**src/rtl/long_latency_scoreboard.sv**
```systemverilog
// ----------------------------------------------------------------------------
// long_latency_scoreboard
//
// Purpose:
//   Tracks the destination registers of long-latency writes (loads, mul/div)
//   from the cycle they issue out of ID until they retire in WB. The ID stage
//   is stalled while the current instruction reads or overwrites a register
//   whose result has not been produced yet. Single-cycle ALU results never
//   enter this block; the EX/MEM forwarding path covers them.
//
// Ports:
//   clk, rst            clock; synchronous active-high reset
//   ID_*_i              decoded operands/destination of the instruction in ID
//   ID_flush_i          ID instruction squashed this cycle (suppresses issue)
//   WB_*_i              register-file write port in WB
//   stall_o             hold PC and IF/ID, bubble into EX
//   pending_o           pending bitmap, bit 0 always 0
//   count_o             number of set pending bits
//   err_o               sticky: a long-latency retire hit a non-pending reg
// ----------------------------------------------------------------------------
module long_latency_scoreboard #(
    parameter int MAX_PENDING = 4,
    parameter int CNT_W       = 5
) (
    input  logic             clk,
    input  logic             rst,
    input  logic             ID_valid_i,
    input  logic [4:0]       ID_rs1_addr_i,
    input  logic             ID_rs1_used_i,
    input  logic [4:0]       ID_rs2_addr_i,
    input  logic             ID_rs2_used_i,
    input  logic [4:0]       ID_rd_addr_i,
    input  logic             ID_RegWrite_i,
    input  logic             ID_long_lat_i,
    input  logic             ID_flush_i,
    input  logic             WB_RegWrite_i,
    input  logic [4:0]       WB_rd_addr_i,
    input  logic             WB_long_lat_i,
    output logic             stall_o,
    output logic [31:0]      pending_o,
    output logic [CNT_W-1:0] count_o,
    output logic             err_o
);

    logic [31:0]      r_pending;
    logic [CNT_W-1:0] r_count;
    logic             r_err;

    logic             w_id_live;
    logic             w_raw1;
    logic             w_raw2;
    logic             w_waw;
    logic             w_full;
    logic             w_stall;
    logic             w_set;
    logic             w_clr_req;
    logic             w_clr_hit;
    logic [31:0]      w_set_mask;
    logic [31:0]      w_clr_mask;

    assign w_id_live = ID_valid_i & ~ID_flush_i;

    // x0 is never pending (bit 0 held at 0), so x0 reads/writes cannot stall.
    assign w_raw1 = ID_rs1_used_i & r_pending[ID_rs1_addr_i];
    assign w_raw2 = ID_rs2_used_i & r_pending[ID_rs2_addr_i];
    assign w_waw  = ID_RegWrite_i & r_pending[ID_rd_addr_i];

    // Capacity only blocks an instruction that would actually take a slot.
    assign w_full = ID_RegWrite_i & ID_long_lat_i & (ID_rd_addr_i != 5'd0) &
                    (r_count == CNT_W'(MAX_PENDING));

    // Stall uses the pre-edge bitmap: a retire in WB releases the stall one
    // cycle later, and a same-register set/clear pair is impossible because
    // the WAW term already blocks the issue.
    assign w_stall = w_id_live & (w_raw1 | w_raw2 | w_waw | w_full);
    assign stall_o = w_stall;

    assign w_set = w_id_live & ~w_stall & ID_RegWrite_i & ID_long_lat_i &
                   (ID_rd_addr_i != 5'd0);

    assign w_clr_req = WB_RegWrite_i & WB_long_lat_i & (WB_rd_addr_i != 5'd0);
    assign w_clr_hit = w_clr_req & r_pending[WB_rd_addr_i];

    assign w_set_mask = w_set     ? (32'd1 << ID_rd_addr_i) : 32'd0;
    assign w_clr_mask = w_clr_hit ? (32'd1 << WB_rd_addr_i) : 32'd0;

    always_ff @(posedge clk) begin
        if (rst) begin
            r_pending <= 32'd0;
            r_count   <= '0;
            r_err     <= 1'b0;
        end else begin
            r_pending <= ((r_pending & ~w_clr_mask) | w_set_mask) & 32'hFFFF_FFFE;
            // Set and clear on different registers cancel out in the count.
            case ({w_set, w_clr_hit})
                2'b10:   r_count <= r_count + CNT_W'(1);
                2'b01:   r_count <= r_count - CNT_W'(1);
                default: r_count <= r_count;
            endcase
            // Retiring something never issued means the pipeline lost track.
            if (w_clr_req & ~w_clr_hit)
                r_err <= 1'b1;
        end
    end

    assign pending_o = r_pending;
    assign count_o   = r_count;
    assign err_o     = r_err;

endmodule

```
**config.mk**
```make
export PLATFORM = sky130hd
export DESIGN_NAME = long_latency_scoreboard
export DESIGN_NICKNAME = d
export VERILOG_FILES = /design/src/rtl/long_latency_scoreboard.sv
export SDC_FILE = /design/constraint.sdc
export NUM_CORES = 1
export LEC_CHECK = 0
export BUFFER_PORTS_ARGS = -buffer_cell sky130_fd_sc_hd__buf_2
export CORE_ASPECT_RATIO = 1.4
export CORE_MARGIN = 1.5
export CORE_UTILIZATION = 56
export CTS_BUF_LIST = sky130_fd_sc_hd__clkbuf_2
export CTS_CLUSTER_DIAMETER = 80
export DETAILED_ROUTE_END_ITERATION = 16
export GPL_TIMING_DRIVEN = 1
export PLACE_DENSITY = 0.82
export SYNTH_ARGS = -nofsm -noshare
export SYNTH_HDL_FRONTEND = slang
export SYNTH_SLANG_ARGS = --single-unit
```
**constraint.sdc**
```tcl
create_clock -name clk -period 5.25 [get_ports clk]
set_clock_uncertainty 0.2 [all_clocks]
set_input_delay 0.525 -clock clk [delete_from_list [all_inputs] [get_ports clk]]
set_output_delay 0.525 -clock clk [all_outputs]
set_load 0.03 [all_outputs]
```
==> Word level (Yosys, flattened, before mapping) <==
Index checks and enable logic that the tools add are counted.
{ "totals": {"register_bits": 38, "input_bits": 30, "output_inout_bits": 39} }
{ "classes": {"addsub": 2, "n_lt_le_gt_ge": 4, "eq_ne": 3, "n_shift": 2, "n_mux": 11, "n_bitwise": 25, "reduce_logical": 3} }
{ "ops": {"columns": ["op", "count"], "rows": [
  ["2-to-1 mux 32 bit", 2],
  ["<< shifter 1 x 5 -> 32 bit (first input constant)", 2],
  ["AND 32 bit", 1],
  ["inverter 32 bit", 1],
  ["bitwise OR 32 bit", 1],
  ["< comparator 5 x 6 -> 1 bit (second input constant)", 4],
  ["binary-select mux 1 bit (select 5 bit)", 4],
  ["AND 1 bit", 16],
  ["case mux 5 bit (2 select lines)", 1],
  ["nonzero test 5 bit", 2],
  ["adder 5 x 1 -> 5 bit (second input constant)", 1],
  ["equality test 5 x 3 -> 1 bit (second input constant)", 1],
  ["subtractor 5 x 1 -> 5 bit (second input constant)", 1],
  ["2-to-1 mux 1 bit", 4],
  ["inverter 1 bit", 3],
  ["bitwise OR 1 bit", 3],
  ["equality test 2 x 1 -> 1 bit (second input constant)", 1],
  ["equality test 2 bit (second input constant)", 1],
  ["nonzero test 2 bit", 1]
]} }

==> Logic depth before layout (Yosys ltp) <==
Gate-level depths: netlist of the first run.
{ "depth": {"ltp_word": 14, "mapped_depth": 16} }

==> Worst setup path after synthesis of the first run <==
OpenSTA, ideal clock, no wires.
{ "synth_path": {"path_type": "input to register", "from": "input port ID_rs2_addr_i[1]", "to": "register r_count[4] (netlist: count_o[4])", "setup_ns": 0.070, "arrival_time_ns": 3.883, "required_ns": 4.980, "path_slack_ns": 1.098, "cell_stages": 14, "cell_sequence": "clkbuf_1 mux4_2 mux2_2 a21oi_1 o31ai_1 a211oi_4 nand2_1 ha_1 fa_1 a21o_1 a21oi_1 xor2_1 or3_1 a21oi_1"} }
{ "synth_between": {"elab_chain_cells": 14} }
{ "synth_lines": {"columns": ["item", "line_no", "rtl"], "rows": [
  ["start, declared", "30", "input logic [4:0] ID_rs2_addr_i,"],
  ["binary-select mux 1 bit (select 5 bit) *", "65", "assign w_raw2 = ID_rs2_used_i & r_pending[ID_rs2_addr_i];"],
  ["2-to-1 mux 1 bit (not written as such) *", "65", null],
  ["AND 1 bit *", "65", null],
  ["bitwise OR 1 bit * (3 in series)", "75", "assign w_stall = w_id_live & (w_raw1 | w_raw2 | w_waw | w_full);"],
  ["AND 1 bit *", "75", null],
  ["inverter 1 bit *", "78", "assign w_set = w_id_live & ~w_stall & ID_RegWrite_i & ID_long_lat_i &"],
  ["AND 1 bit * (4 in series)", "78", null],
  ["equality test 2 x 1 -> 1 bit / equality test 2 bit (equally long branches)", "95", "case ({w_set, w_clr_hit})"],
  ["case mux 5 bit (2 select lines) / nonzero test 2 bit (equally long branches)", null, null],
  ["end signal, assigned", "96", "2'b10: r_count <= r_count + CNT_W'(1);"],
  ["end signal, assigned", "97", "2'b01: r_count <= r_count - CNT_W'(1);"],
  ["end signal, assigned", "98", "default: r_count <= r_count;"],
  ["end, declared", "46", "logic [CNT_W-1:0] r_count;"]
]} }
Every way passes the cells marked *; elsewhere a longest branch is shown, timed or not. The select of a mux whose other input is x is not followed.
A chain may end at the register's enable or synchronous reset.

==> Worst setup path after layout of the first run <==
{ "layout_path": {"from": "input port ID_rd_addr_i[1]", "to": "register r_count[4] (netlist: count_o[4])"} }
{ "layout_between": {"elab_chain_cells": 13} }
{ "layout_lines": {"columns": ["item", "line_no", "rtl"], "rows": [
  ["start, declared", "32", "input logic [4:0] ID_rd_addr_i,"],
  ["binary-select mux 1 bit (select 5 bit)", "66", "assign w_waw = ID_RegWrite_i & r_pending[ID_rd_addr_i];"],
  ["2-to-1 mux 1 bit (not written as such)", "66", null],
  ["AND 1 bit", "66", null],
  ["bitwise OR 1 bit (2 in series)", "75", null],
  ["AND 1 bit", "75", null],
  ["inverter 1 bit", "78", null],
  ["AND 1 bit (3 in series)", "78", null],
  ["AND 1 bit *", "78", null],
  ["equality test 2 x 1 -> 1 bit / equality test 2 bit (equally long branches)", "95", null],
  ["case mux 5 bit (2 select lines) / nonzero test 2 bit (equally long branches)", null, null]
]} }
Marked as above.

==> metrics.csv, run 1 <==
metric,value,unit
logic gate share of total power,0.184,
I/O Buffers,67,
overall routing resource usage,0.309,
Critical Path Start,ID_rd_addr_i[1],
synthesized area per cell,9.29,sq um
Worst Path Buf+Inv,1,
Placer Congestion,0.924,
TritonCTS clock tree,done,
Setup Buffers After CTS,0,
Synth Register Bits,37,
largest net degree at the start of global routing,33,
post-place setup slack,0.764,ns
max incr delay on CP,0.56,ns
Clock Power Share,0.243,
Antenna Cells,0,
XOR/XNOR Fraction of Synth Area,0.0123,
Final min period,4.09,ns
Root Buffer,clkbuf_2,
IO Pins,69,
share of cells above drive strength 1,0.306,
f_max,244,MHz
routed vias/inst,6.74,
CTS Sinks,37,
final net count,393,
Pint,345,uW
DR top layer,met4,
most frequent cells in the layout,"buf_2 (67), dfxtp_1 (37), nand2_1 (22)",
fin crit share,0.780,
compound-cell area share of the yosys netlist,0.197,
Setup WS post-layout,1.16,ns
DP Cell Count,415,
crit path to,count_o[4],
Die Ht,87.5,microns
Avg WL per Cell,19.5,microns
Core Region,0.00488,sq mm
Mapped Nets,342,
r2r endpoint,count_o[4],
first-pass GRT wire length,13.3,mm
Rel. slew slack,0.425,
Max Cap Violations,0,
pin slew with the least headroom to its limit,0.862,ns
Most used DFF post-synth,dfxtp_1,
Non-Filler Instances,423,
switching power,151,uW
pwr dens,155,mW/mm^2
Worst-path clk slew,0.17,ns
Post-synth EDFFs,0,
initial core utilization,0.585,
Final ANT Viol Nets,0,
Gate Count Post-Synth,307,
initial antenna violation count,0,
post-route setup TNS,0,ns
routed via count,2850,
RSZ-0062 raised after global routing,false,
Final Hold Fails,0,
Skew-Pair Late Insertion Delay,0.39,ns
Leakage Power,0.00133,uW
Worst setup SP type,input pin,
Layout Area Growth over Synthesis,12.3,%
Reg power frac,0.572,
TritonRoute pass-1 iters,5,
routed wire length,8.25,mm
critical path cell sequence,"buf_2, mux4_2, mux2_2, a221oi_1, a311oi_1, a211oi_4, nand2_1, ha_1, fa_1, a21o_1, a21oi_1, xor2_1, or3_1, a21oi_1",
wire length on met1,3.03,mm
post-CTS sizing,0,
endpoints failing setup,0,
Worst Path Max Fanout,19,
Die Wd,63.3,microns
Worst R2R Path Depth,13,
VDD IR-drop max,0.000106,V
H-tree Lvls,2,
Setup CP Type,in -> reg,
Netlist cell types,51,
FF-to-FF Start,pending_o[29],
slowest CP cell,mux4_2,
largest family of logic cells by synthesized area,multiplexers,
number of global-route vias before repair,2812,
DR iter-0 viols,206,
drt drc,0,
detailed placement HPWL,6.27,mm
Min-Delay Path Class,in -> reg,
Overflow after GRT,0,
Ys Warns,0,
CTS Buf Count,5,
"Async S/R FF share, synth",0,
Syn Std Cell Area,0.00285,sq mm
"commonest non-fill, non-tap cell in the layout",buf_2,
Simple-Gate Fraction of Synth Area,0.179,
post-synthesis mux area share,0.282,
"delay-heaviest family, CP",compound AO/OA/AOI/OAI gates,
CP Capture Type,register,
post-layout util,0.657,
CTS Hold Bufs,0,
sequential-to-total area share from yosys stat,0.260,
die area,0.00554,sq mm
Worst path depth,14,
routed wl met2,4.23,mm
Crit path arrival time,4.22,ns
"Top cell by count, worst path",a21oi_1,
Post-Synth Adder-Cell Area,0.0246,
Switching Share,0.305,
CP required,5.38,ns
Reg2Reg Setup Slack,1.22,ns
CTS Buffer Depth,2,
DR WL met3,675,microns
fin. max-slew vios,0,
status,finished clean,
row count,30,
-- worst min-delay path by stage --
stage / start / to / cells after the start
6_report: rst / count_o[4] / 2
5_1_grt: rst / count_o[2] / 2
4_1_cts: rst / count_o[4] / 2
3_5_place_dp: err_o / err_o / 2
3_3_place_gp: err_o / err_o / 2
2_1_floorplan: rst / count_o[4] / 1
-- synth_stat cells (3+ instances only) --
cell | n | area share
a21oi_1 | 9 | 0.016
a221oi_1 | 4 | 0.012
and3_1 | 3 | 0.0066
buf_2 | 3 | 0.0053
clkbuf_1 | 16 | 0.021
dfxtp_1 | 37 | 0.26
ha_1 | 4 | 0.018
inv_1 | 7 | 0.0092
mux2_2 | 8 | 0.032
mux2i_1 | 21 | 0.074
mux4_2 | 20 | 0.16
nand2_1 | 22 | 0.029
nand2b_1 | 7 | 0.015
nand3_1 | 16 | 0.028
nand3b_1 | 3 | 0.0079
nand4_1 | 4 | 0.0088
nor2_1 | 15 | 0.020
nor2b_1 | 8 | 0.018
nor3_1 | 3 | 0.0053
o211ai_1 | 19 | 0.050
o21ai_0 | 19 | 0.033
o21ai_1 | 14 | 0.025
o311ai_0 | 3 | 0.0092
or3_1 | 4 | 0.0088
xor2_1 | 3 | 0.0092
-- logic make-up after synthesis --
logic type                 Yosys count
AOI/OAI and AO/OA                   84
DFF                                 37
xor gates and xnor gates             4
buffers and inverters               30
other                                1
adders and majority gates            5
and+or+nand+nor                     95
muxes                               51
-- cell type report --
class,instances,area [sq um]
clock buffers,5,25.0
clock inverters,3,12.5
fillers,452,1680
inverters,7,26.3
multi-input cells,240,1980
flip-flops and latches,37,741
well taps,64,80.1
repair buffers,67,335
-- state kept, by name (all words and copies together), names as in the netlist --
register / cells
count_o: 5
err_o: 1
pending_o: 31
-- routing by layer --
| layer | vias to the layer above | track usage |
|---|---|---|
| met4 | 0 | 0.152 |
| met2 | 155 | 0.549 |
| li1 | 1291 | - |
| met3 | 29 | 0.0388 |
| met5 | - | 0 |
| met1 | 1375 | 0.365 |
-- power groups by stage --
| stage | sequential, uW | clock [uW] | combinational (uW) |
|---|---|---|---|
| 2_1_floorplan | 292 | 0 | 64.0 |
| 3_3_place_gp | 290 | 0 | 89.0 |
| 3_5_place_dp | 290 | 0 | 90.3 |
| 4_1_cts | 284 | 124 | 90.6 |
| 5_1_grt | 285 | 134 | 98.8 |
| 6_report | 284 | 121 | 91.5 |
-- per-stage QoR --
step	area [sq um]	hold WS [ns]	power, uW
after global placement	3170	0.262	379
after floorplan	2850	0.394	356
after global routing	3200	0.158	518
after CTS	3200	0.161	499
after detailed placement	3170	0.271	380
final	3200	0.175	497
Note: power is estimated with default switching activity, not from simulation.
==> run 2, diff against run 1 <==
Clock period 5.25 ns to 4.1 ns, I/O delays scaled along.
==> run 2 against run 1 <==
Worst hold slack worse by 0.13 ns. Largest cell class unchanged. Via count grew 2.1%. Highest routed layer unchanged. Setup slack got worse by 0.90 ns. Count of clock-buffer cells in the layout rose by 1.
==> metrics.csv, run 2 (synthesis results as in run 1) <==
metric,value,unit,change
post-route setup TNS,0,ns,unchanged
max reg flops,31,,unchanged
Skew-Pair Late Insertion Delay,0.42,ns,was 0.39 ns
CTS Buf Count,5,,unchanged
Reg power frac,0.553,,was 0.572
RSZ-0062 raised after global routing,false,,unchanged
Placer Congestion,0.916,,was 0.924
Leakage Power,0.00139,uW,was 0.00133 uW
Pint,453,uW,was 345 uW
pwr dens,200,mW/mm^2,was 155 mW/mm^2
FF-to-FF Start,pending_o[29],,unchanged
Non-Filler Instances,434,,was 423
logic gate share of total power,0.194,,was 0.184
Min-Delay Path Class,in -> reg,,unchanged
CP Capture Type,register,,unchanged
fill count,423,,was 452
row count,30,,unchanged
H-tree Lvls,2,,unchanged
overall routing resource usage,0.319,,was 0.309
initial core utilization,0.585,,unchanged
Worst path depth,13,,was 14
initial antenna violation count,0,,unchanged
Worst R2R Path Depth,13,,unchanged
CP required,4.25,ns,was 5.38 ns
switching power,204,uW,was 151 uW
"delay-heaviest family, CP",multiplexers,,was compound AO/OA/AOI/OAI gates
DR iter-0 viols,286,,was 206
slowest CP cell,mux4_1,,was mux4_2
I/O Buffers,67,,unchanged
Avg WL per Cell,19.7,microns,was 19.5 microns
Root Buffer,clkbuf_2,,unchanged
largest net degree at the start of global routing,33,,unchanged
Overflow after GRT,0,,unchanged
Final Hold Fails,0,,unchanged
Final ANT Viol Nets,0,,unchanged
VDD IR-drop max,0.000195,V,was 0.000106 V
die area,0.00554,sq mm,unchanged
Die Ht,87.5,microns,unchanged
Worst Path Buf+Inv,0,,was 1
Switching Share,0.311,,was 0.305
TritonCTS clock tree,done,,unchanged
fin crit share,0.937,,
IO Pins,69,,unchanged
number of global-route vias before repair,2696,,was 2812
Worst-path clk slew,0.19,ns,was 0.17 ns
first-pass GRT wire length,13.6,mm,was 13.3 mm
CTS Buffer Depth,2,,unchanged
Core Region,0.00488,sq mm,unchanged
crit path to,count_o[4],,unchanged
routed via count,2910,,was 2850
Crit path arrival time,3.99,ns,was 4.22 ns
Setup CP Type,reg -> reg,,was in -> reg
Max Cap Violations,0,,unchanged
status,finished clean,,unchanged
Antenna Cells,0,,unchanged
pin slew with the least headroom to its limit,0.748,ns,was 0.862 ns
drt drc,0,,unchanged
endpoints failing setup,0,,unchanged
Layout Area Growth over Synthesis,15.3,%,was 12.3%
Final min period,3.84,ns,
"Top cell by count, worst path",a21oi_1,,unchanged
final net count,404,,was 393
CTS Hold Bufs,0,,unchanged
critical path cell sequence,"mux4_1, mux4_2, nand2b_1, o311a_2, a211oi_4, nand2_1, ha_1, fa_1, a21o_1, a21oi_1, xor2_1, or3_1, a21oi_1",,"was buf_2, mux4_2, mux2_2, a221oi_1, a311oi_1, a211oi_4, nand2_1, ha_1, fa_1, a21o_1, a21oi_1, xor2_1, or3_1, a21oi_1"
routed vias/inst,6.71,,was 6.74
"commonest non-fill, non-tap cell in the layout",buf_2,,unchanged
share of cells above drive strength 1,0.332,,was 0.306
max incr delay on CP,0.53,ns,was 0.56 ns
Clock Power Share,0.253,,was 0.243
most frequent cells in the layout,"buf_2 (67), dfxtp_1 (37), nand2_1 (22)",,unchanged
detailed placement HPWL,6.61,mm,was 6.27 mm
r2r endpoint,count_o[4],,unchanged
Rel. slew slack,0.497,,was 0.425
fin. max-slew vios,0,,unchanged
Die Wd,63.3,microns,unchanged
Reg2Reg Setup Slack,0.26,ns,was 1.22 ns
CTS Sinks,37,,unchanged
Worst Path Max Fanout,6,,was 19
Setup Buffers After CTS,0,,unchanged
Worst setup SP type,register,,was input pin
post-CTS sizing,0,,unchanged
Critical Path Start,pending_o[29],,was ID_rd_addr_i[1]
DP Cell Count,426,,was 415
routed wire length,8.56,mm,was 8.25 mm
TritonRoute pass-1 iters,5,,unchanged
f_max,260,MHz,
==> run 2: cell count changes in the layout (fill, tap and decap cells not counted) <==
cell      previous run  this run
clkinv_2             1         2
clkinv_1             2         0
buf_4                0        11
clkbuf_2             5         6
==> run 2: power groups by stage <==
stage	logic, uW	registers [uW]	clock network (uW)
floorplan	82.0	374	0
global placement	123	371	0
detailed placement	125	371	0
CTS	125	364	162
global route	136	364	181
finish	127	364	166
==> run 2: layout make-up <==
| cell class | instances | area, sq um | share of cell area |
|---|---|---|---|
| Timing Repair Buffer | 78 | 418 | 0.127 |
| Inverter | 7 | 26.3 | 0.00799 |
| Multi-Input combinational cell | 240 | 1980 | 0.603 |
| Clock inverter | 2 | 10.0 | 0.00304 |
| Sequential cell | 37 | 741 | 0.225 |
| Tap cell | 64 | 80.1 | 0.0243 |
| Clock buffer | 6 | 30.0 | 0.00913 |
==> run 2: metal layers <==
metal / track usage / part of all wire / vias to the layer above
li1: - / - / 1316
met1: 0.377 / 0.36 / 1390
met2: 0.565 / 0.51 / 177
met3: 0.0517 / 0.092 / 27
met4: 0.148 / 0.039 / 0
met5: 0 / 0 / -
==> run 2: worst min path at each step <==
stage,start,to,slack [ns],cells past startpoint
2_1_floorplan,rst,count_o[4],0.28,1
3_3_place_gp,err_o,err_o,0.26,2
3_5_place_dp,err_o,err_o,0.28,2
4_1_cts,rst,count_o[4],0.06,2
5_1_grt,rst,count_o[4],0.05,2
6_report,rst,count_o[4],0.04,2
==> run 2: per-stage QoR <==
step                      area [sq um]   util  worst slack, ns  hold WS [ns]  power (uW)
after floorplan                   2850      -           0.0626         0.279         456
after global placement            3250  0.666            0.152         0.259         494
after detailed placement          3250  0.666           0.0652         0.280         496
after CTS                         3290  0.674            0.280        0.0567         651
after global routing              3290  0.674           0.0894        0.0482         681
final                             3290  0.674            0.259        0.0412         658
